===== src/rtl/knight_pkg.sv =====
// Shared types and constants for the KnightsTour command/motion path.
package knight_pkg;

  typedef enum logic [3:0] {
    OpCal     = 4'h0,
    OpMove    = 4'h2,
    OpMoveFan = 4'h3,
    OpTour    = 4'h4
  } opcode_e;

  typedef enum logic [2:0] {
    StIdle,
    StCal,
    StTurn,
    StRampUp,
    StRampDn
  } state_e;

  localparam logic [9:0] FRWRD_MAX = 10'h300;
  localparam logic [7:0] RESP_ACK  = 8'hA5;

  // A zero heading field means North; otherwise the low nibble is filled with 1s.
  function automatic logic [11:0] desired_hdg(input logic [7:0] hdg);
    return (hdg != 8'h00) ? {hdg, 4'hF} : 12'h000;
  endfunction

endpackage


===== src/rtl/cntr_strip_det.sv =====
// Centre-strip IR crossing counter: synchroniser, rising-edge detect, 4-bit saturating count.
module cntr_strip_det (
  input  logic       clk,
  input  logic       rst_n,
  input  logic       clr,
  input  logic       en,
  input  logic       cntrIR,
  output logic [3:0] cnt
);

  logic ir_ff1_q, ir_ff2_q, ir_prev_q;
  logic rise;
  logic [3:0] cnt_q, cnt_d;

  assign rise = ir_ff2_q & ~ir_prev_q;

  always_comb begin
    cnt_d = cnt_q;
    if (clr) begin
      cnt_d = 4'h0;
    end else if (en && rise && (cnt_q != 4'hF)) begin
      cnt_d = cnt_q + 4'h1;
    end
  end

  always_ff @(posedge clk or negedge rst_n) begin
    if (!rst_n) begin
      ir_ff1_q  <= 1'b0;
      ir_ff2_q  <= 1'b0;
      ir_prev_q <= 1'b0;
      cnt_q     <= 4'h0;
    end else begin
      ir_ff1_q  <= cntrIR;
      ir_ff2_q  <= ir_ff1_q;
      ir_prev_q <= ir_ff2_q;
      cnt_q     <= cnt_d;
    end
  end

  assign cnt = cnt_q;

endmodule


===== src/rtl/move_cmd_proc.sv =====
// Command processor: decodes remote commands and sequences turn / ramp-up / ramp-down moves.
module move_cmd_proc
  import knight_pkg::*;
#(
  parameter bit          FAST_SIM   = 1'b1,
  parameter logic [11:0] ERR_THRESH = 12'h02C,
  parameter logic [11:0] NUDGE      = 12'h05F
) (
  input  logic        clk,
  input  logic        rst_n,
  input  logic [15:0] cmd,
  input  logic        cmd_rdy,
  output logic        clr_cmd_rdy,
  output logic        send_resp,
  output logic        strt_cal,
  input  logic        cal_done,
  input  logic [11:0] heading,
  input  logic        heading_rdy,
  input  logic        lftIR,
  input  logic        cntrIR,
  input  logic        rghtIR,
  output logic [11:0] error,
  output logic [9:0]  frwrd,
  output logic        moving,
  output logic        tour_go,
  output logic        fanfare_go
);

  localparam logic [9:0] Step   = FAST_SIM ? 10'h020 : 10'h003;
  localparam logic [9:0] StepDn = {Step[8:0], 1'b0};

  state_e      state_q, state_d;
  logic [15:0] cmd_q;
  logic [9:0]  frwrd_q, frwrd_d;
  logic [11:0] error_q, error_d;
  logic        moving_q, moving_d;
  logic        send_resp_q, send_resp_d;
  logic        strt_cal_q, strt_cal_d;
  logic        tour_go_q, tour_go_d;
  logic        fanfare_go_q, fanfare_go_d;

  logic        capture;
  logic        strip_clr;
  logic [3:0]  strip_cnt;
  logic        strip_hit;
  logic [11:0] nudge;
  logic [11:0] err_mag;
  logic        err_small;
  logic [10:0] frwrd_sum;
  logic [9:0]  frwrd_up, frwrd_dn;

  assign capture     = (state_q == StIdle) && cmd_rdy;
  assign clr_cmd_rdy = capture;

  cntr_strip_det u_strip (
    .clk    (clk),
    .rst_n  (rst_n),
    .clr    (strip_clr),
    .en     (state_q == StRampUp),
    .cntrIR (cntrIR),
    .cnt    (strip_cnt)
  );

  assign strip_hit = ({1'b0, strip_cnt} == {cmd_q[3:0], 1'b0});

  // Side-IR correction only matters while the robot is actually driving forward.
  always_comb begin
    nudge = 12'h000;
    if (frwrd_q != 10'h000) begin
      if (lftIR && !rghtIR) begin
        nudge = NUDGE;
      end else if (rghtIR && !lftIR) begin
        nudge = 12'h000 - NUDGE;
      end
    end
  end

  assign error_d   = heading - desired_hdg(cmd_q[11:4]) + nudge;
  assign err_mag   = error_q[11] ? (~error_q + 12'h001) : error_q;
  assign err_small = (err_mag < ERR_THRESH);

  assign frwrd_sum = {1'b0, frwrd_q} + {1'b0, Step};
  assign frwrd_up  = (frwrd_sum > {1'b0, FRWRD_MAX}) ? FRWRD_MAX : frwrd_sum[9:0];
  assign frwrd_dn  = (frwrd_q > StepDn) ? (frwrd_q - StepDn) : 10'h000;

  always_comb begin
    state_d      = state_q;
    frwrd_d      = frwrd_q;
    moving_d     = moving_q;
    send_resp_d  = 1'b0;
    strt_cal_d   = 1'b0;
    tour_go_d    = 1'b0;
    fanfare_go_d = 1'b0;
    strip_clr    = 1'b0;
    case (state_q)
      StIdle: begin
        if (cmd_rdy) begin
          case (cmd[15:12])
            OpCal: begin
              strt_cal_d = 1'b1;
              state_d    = StCal;
            end
            OpMove, OpMoveFan: begin
              frwrd_d   = 10'h000;
              moving_d  = 1'b1;
              strip_clr = 1'b1;
              state_d   = StTurn;
            end
            OpTour:  tour_go_d = 1'b1;
            default: ;
          endcase
        end
      end
      StCal: begin
        if (cal_done) begin
          send_resp_d = 1'b1;
          state_d     = StIdle;
        end
      end
      StTurn: begin
        if (heading_rdy && err_small) begin
          state_d = StRampUp;
        end
      end
      StRampUp: begin
        // Speed update and target check are independent so both take effect together.
        if (heading_rdy) begin
          frwrd_d = frwrd_up;
        end
        if (strip_hit) begin
          state_d = StRampDn;
        end
      end
      StRampDn: begin
        if (frwrd_q == 10'h000) begin
          moving_d     = 1'b0;
          send_resp_d  = 1'b1;
          fanfare_go_d = (cmd_q[15:12] == OpMoveFan);
          state_d      = StIdle;
        end else if (heading_rdy) begin
          frwrd_d = frwrd_dn;
        end
      end
      default: state_d = StIdle;
    endcase
  end

  always_ff @(posedge clk or negedge rst_n) begin
    if (!rst_n) begin
      state_q      <= StIdle;
      cmd_q        <= 16'h0000;
      frwrd_q      <= 10'h000;
      error_q      <= 12'h000;
      moving_q     <= 1'b0;
      send_resp_q  <= 1'b0;
      strt_cal_q   <= 1'b0;
      tour_go_q    <= 1'b0;
      fanfare_go_q <= 1'b0;
    end else begin
      state_q      <= state_d;
      frwrd_q      <= frwrd_d;
      error_q      <= error_d;
      moving_q     <= moving_d;
      send_resp_q  <= send_resp_d;
      strt_cal_q   <= strt_cal_d;
      tour_go_q    <= tour_go_d;
      fanfare_go_q <= fanfare_go_d;
      if (capture) begin
        cmd_q <= cmd;
      end
    end
  end

  assign send_resp  = send_resp_q;
  assign strt_cal   = strt_cal_q;
  assign error      = error_q;
  assign frwrd      = frwrd_q;
  assign moving     = moving_q;
  assign tour_go    = tour_go_q;
  assign fanfare_go = fanfare_go_q;

endmodule


===== config.mk =====
export PLATFORM = sky130hd
export DESIGN_NAME = move_cmd_proc
export DESIGN_NICKNAME = d
export VERILOG_FILES = /design/src/rtl/knight_pkg.sv /design/src/rtl/cntr_strip_det.sv /design/src/rtl/move_cmd_proc.sv
export SDC_FILE = /design/constraint.sdc
export NUM_CORES = 1
export LEC_CHECK = 0
export ABC_AREA = 0
export BUFFER_PORTS_ARGS = -buffer_cell sky130_fd_sc_hd__buf_2
export CAP_MARGIN = 10
export CORE_ASPECT_RATIO = 0.5
export CORE_MARGIN = 5
export CORE_UTILIZATION = 25
export CTS_BUF_LIST = sky130_fd_sc_hd__clkbuf_16
export CTS_CLUSTER_SIZE = 40
export DETAILED_ROUTE_END_ITERATION = 10
export PLACE_DENSITY_LB_ADDON = 0.1
export SYNTH_ARGS = -nofsm -noshare
export SYNTH_HDL_FRONTEND = slang
export SYNTH_SLANG_ARGS = --single-unit

===== constraint.sdc =====
create_clock -name clk -period 3 [get_ports clk]
set_clock_uncertainty 0.2 [all_clocks]
set_input_delay 0.15 -clock clk [delete_from_list [all_inputs] [get_ports clk]]
set_output_delay 0.15 -clock clk [all_outputs]
set_load 0.02 [all_outputs]

==> results by group <==
Status
  – Status: complete, no violations

Worst setup path
  – Startpoint Class: flop
  – Cell chain of the critical path: inv_2 -> ha_4 -> nand3_4 -> nand2_4 -> inv_4 -> fa_2 -> ha_4 -> a211oi_4 -> o21ai_2 -> a311oi_2 -> a21oi_1 -> xnor2_1
  – Worst setup path category: flop to flop
  – Delay-heaviest family, CP: adder cells
  – Critical path buffer and inverter count: 2
  – Worst Setup SP: frwrd[7]$_DFFE_PN0P_
  – Worst EP required: 2970 ps
  – CP Capture Type: flop
  – Worst path most repeated cell: ha_4
  – Worst reg2reg path startpoint: frwrd[7]$_DFFE_PN0P_
  – Critical-path top delay cell: fa_2
  – Critical-path maximum fanout: 3
  – CP arrival: 2940 ps
  – Slowest stage delay, CP: 580 ps

Clock network
  – Clock slew seen by the registers of the worst setup and hold paths: 60 ps
  – CTS tree: done
  – CTS root buf: clkbuf_16
  – CTS H-tree lvls: 2
  – Number of CTS-inserted buffers: 5
  – Clk sinks: 48
  – Latest clock arrival within the worst-skew pair: 290 ps
  – Deepest clock path buffer count: 2

GRT
  – Total global routing overflow: 0
  – Largest net degree at the start of global routing: 38
  – First-pass GRT wire length: 13.1 mm
  – Initial antenna violation count: 0
  – GR Util All Layers: 10.7%
  – Number of global-route vias before repair: 2754

Die
  – Die Span X: 169 µm
  – Row count: 29
  – I/O Pins: 64
  – Core area: 12500 µm²
  – Initial Utilization: 25.2%
  – Die Ht: 89.5 µm
  – Die ar.: 15100 µm²

Yosys
  – Mapped cell area: 3160 µm²
  – Avg Cell Area, Syn: 9.90 µm²
  – Area leader, netlist: dfrtp_1
  – Main combinational cell family by area after synthesis: adder cells
  – Number of synthesized flops with an enable pin: 0
  – Post-synthesis compound-gate area fraction: 13.9%
  – Yosys reg bits: 48
  – Yosys Warn Count: 0
  – Area contributors post-synth: dfrtp_1 38%, ha_1 8.3%, fa_1 6.3%
  – Dominant synthesized flop cell: dfrtp_1
  – Cell variety after synth: 56
  – Top-area cell type share of the netlist area: 38.0%
  – Mux cell area share after synthesis: 6.66%
  – Syn Inst Count: 319
  – Seq/Total Area, Yosys: 38.0%
  – Synth async-reset ratio: 100%
  – Synth Area in Adders: 14.7%
  – Simple-gate share of the synthesized area: 14.5%
  – Synth Area in XOR/XNOR: 5.27%

Power and ir drop
  – Peak supply drop: 370 µV
  – Switch share: 42.2%
  – Logic pwr share: 66.9%
  – Power density cells: 1200 nW/µm²
  – Internal power: 3.10 mW
  – Clock network power share: 9.9%
  – NetSw: 2.26 mW
  – Reg power frac: 23.2%
  – Pleak: 2.13 nW

Routing
  – Routed Antenna Nets: 0
  – Vias/cell: 4.44
  – Detailed-route via count: 2697
  – DRC viols: 0
  – Avg WL per Cell: 13.5 µm
  – DR iter-0 viols: 83
  – Drt pass-1 iters: 4
  – Final WL: 8.20 mm

Timing
  – Final-report setup violation count: 0
  – Maximum clock rate: 336 MHz
  – Final worst-path cycle share: 99.2%
  – WHS: 87.5 ps
  – Setup TNS: 0 ps
  – Pins Over Slew Limit: 0
  – RSZ-0062 raised after global routing: true
  – Post-route minimum period: 2980 ps
  – Worst-Margin Slew: 856 ps
  – Slew HR: 42.9%
  – Hold Fails Final Rpt: 0

Hold path
  – Hold_sp: cal_done
  – Hold Path Class: primary input to flop

Layout
  – Non-Filler Instances: 607
  – Final Instance Area: 4470 µm²
  – Area delta synth->final: 41.5%
  – Most frequent cells in the layout: 58 x buf_2, 44 x dfrtp_1, 41 x buf_4
  – Commonest non-fill, non-tap cell in the layout: buf_2
  – Nets: 503
  – Layout cells sized above 1: 38.0%
  – Ant diodes: 0

Placed design
  – Placed cell areas: 3930 µm²
  – Hpwl dp: 6.49 mm
  – GPL Wtd Cong: 0.779
  – Placed Instances: 570
  – Port Buf Inserts: 58

Run
  – Max cap viols: 0
-- logic make-up (layout without fill, tap and decap cells) --
family | Yosys count | in the layout
mux | 19 | 19
compound gates | 64 | 64
other cells | 1 | 5
simple gates | 86 | 86
xor+xnor | 19 | 19
flops | 48 | 48
fa+ha+maj | 31 | 31
buf+inv | 51 | 165
-- metal layers --
| metal | global-route usage (%) | routed length (µm) | vias to the layer above |
|---|---|---|---|
| li1 | - | - | 1329 |
| met5 | 0 | 0 | - |
| met4 | 2.28 | 77 | 0 |
| met2 | 19.5 | 4230 | 32 |
| met1 | 13.4 | 3680 | 1329 |
| met3 | 2.12 | 216 | 7 |
-- state kept, by name (all words and copies together), names as in the netlist --
signal and flops:
u_strip.ir_prev_q 1, u_strip.ir_ff2_q 1, u_strip.ir_ff1_q 1, fanfare_go 1, frwrd 5, strt_cal 1
state_q 3, send_resp 1, cmd_q 16, tour_go 1, u_strip.cnt 4, error 12
moving 1
-- repair_timing --
action,CTS,global route
hold buffers,22,0
buffers inserted,5,3
setup endpoints to repair,5,5
pin swaps,11,15
endpoints found under the hold margin,57,0
cloned,0,0
gates resized for setup,10,14
-- worst min-delay path: cells and delay by family --
| family | cells | cell delay, ps |
|---|---|---|
| AO/OA/AOI/OAI | 1 | 120 |
| buffers and inverters | 1 | 110 |
| AND/OR/NAND/NOR | 3 | 160 |
-- layout make-up --
type | count | area (µm²)
inverters | 35 | 134
clock inverters | 3 | 11.3
repair buffers | 122 | 830
multi-input cells | 224 | 1950
flip-flops and latches | 48 | 1210
well taps | 170 | 213
fillers | 1284 | 8050
clock buffers | 5 | 125
-- synth_stat cells, types with 2 or more instances --
cell type	count
o211ai_1	2
nor2_1	21
or4_4	2
clkbuf_1	5
buf_2	6
a311oi_1	2
ha_1	21
o21ai_0	12
inv_1	35
a21o_1	5
mux2_2	16
mux2i_1	3
a21oi_1	15
xor2_1	5
and3_1	3
o31ai_1	2
nand2_1	23
nor3b_1	2
nor4_1	3
fa_1	10
nand4_1	2
o21ba_2	2
a31oi_1	6
nor3_1	7
nor2b_1	2
xnor2_1	14
nand3_1	6
o22ai_1	2
dfrtp_1	48
nor4b_2	2
buf_4	5
a32oi_1	2
or3_1	2
or2_2	2
nand2b_1	3
-- stage by stage --
stage                     util, %  worst slack [ps]  power (mW)
after floorplan                 -             -41.3        3.32
after global placement       31.4              -111        4.42
after detailed placement     31.4              -150        4.47
after CTS                    34.8             -76.6        5.22
after global routing         35.7             -86.7        5.85
final                        35.7              23.3        5.37
-- power by group through the flow --
stage / clock network (mW) / logic (mW) / registers, mW
6_report: 0.529 / 3.59 / 1.24
5_1_grt: 0.580 / 3.98 / 1.28
4_1_cts: 0.556 / 3.44 / 1.22
3_5_place_dp: 0 / 3.24 / 1.23
3_3_place_gp: 0 / 3.20 / 1.22
2_1_floorplan: 0 / 2.00 / 1.32
-- final timing paths --
path,endpoint,slack [ps],cells past startpoint
setup / recovery,error[11]$_DFF_PN0_,20,12
hold / removal,send_resp$_DFF_PN0_,90,5
setup reg to reg,error[11]$_DFF_PN0_,20,12
hold reg to reg,u_strip.ir_ff2_q$_DFF_PN0_,160,0
max in group asynchronous,cmd_q[14]$_DFFE_PN0P_,1580,3
min in group asynchronous,error[9]$_DFF_PN0_,310,2
Note: power is estimated with default switching activity, not from simulation.
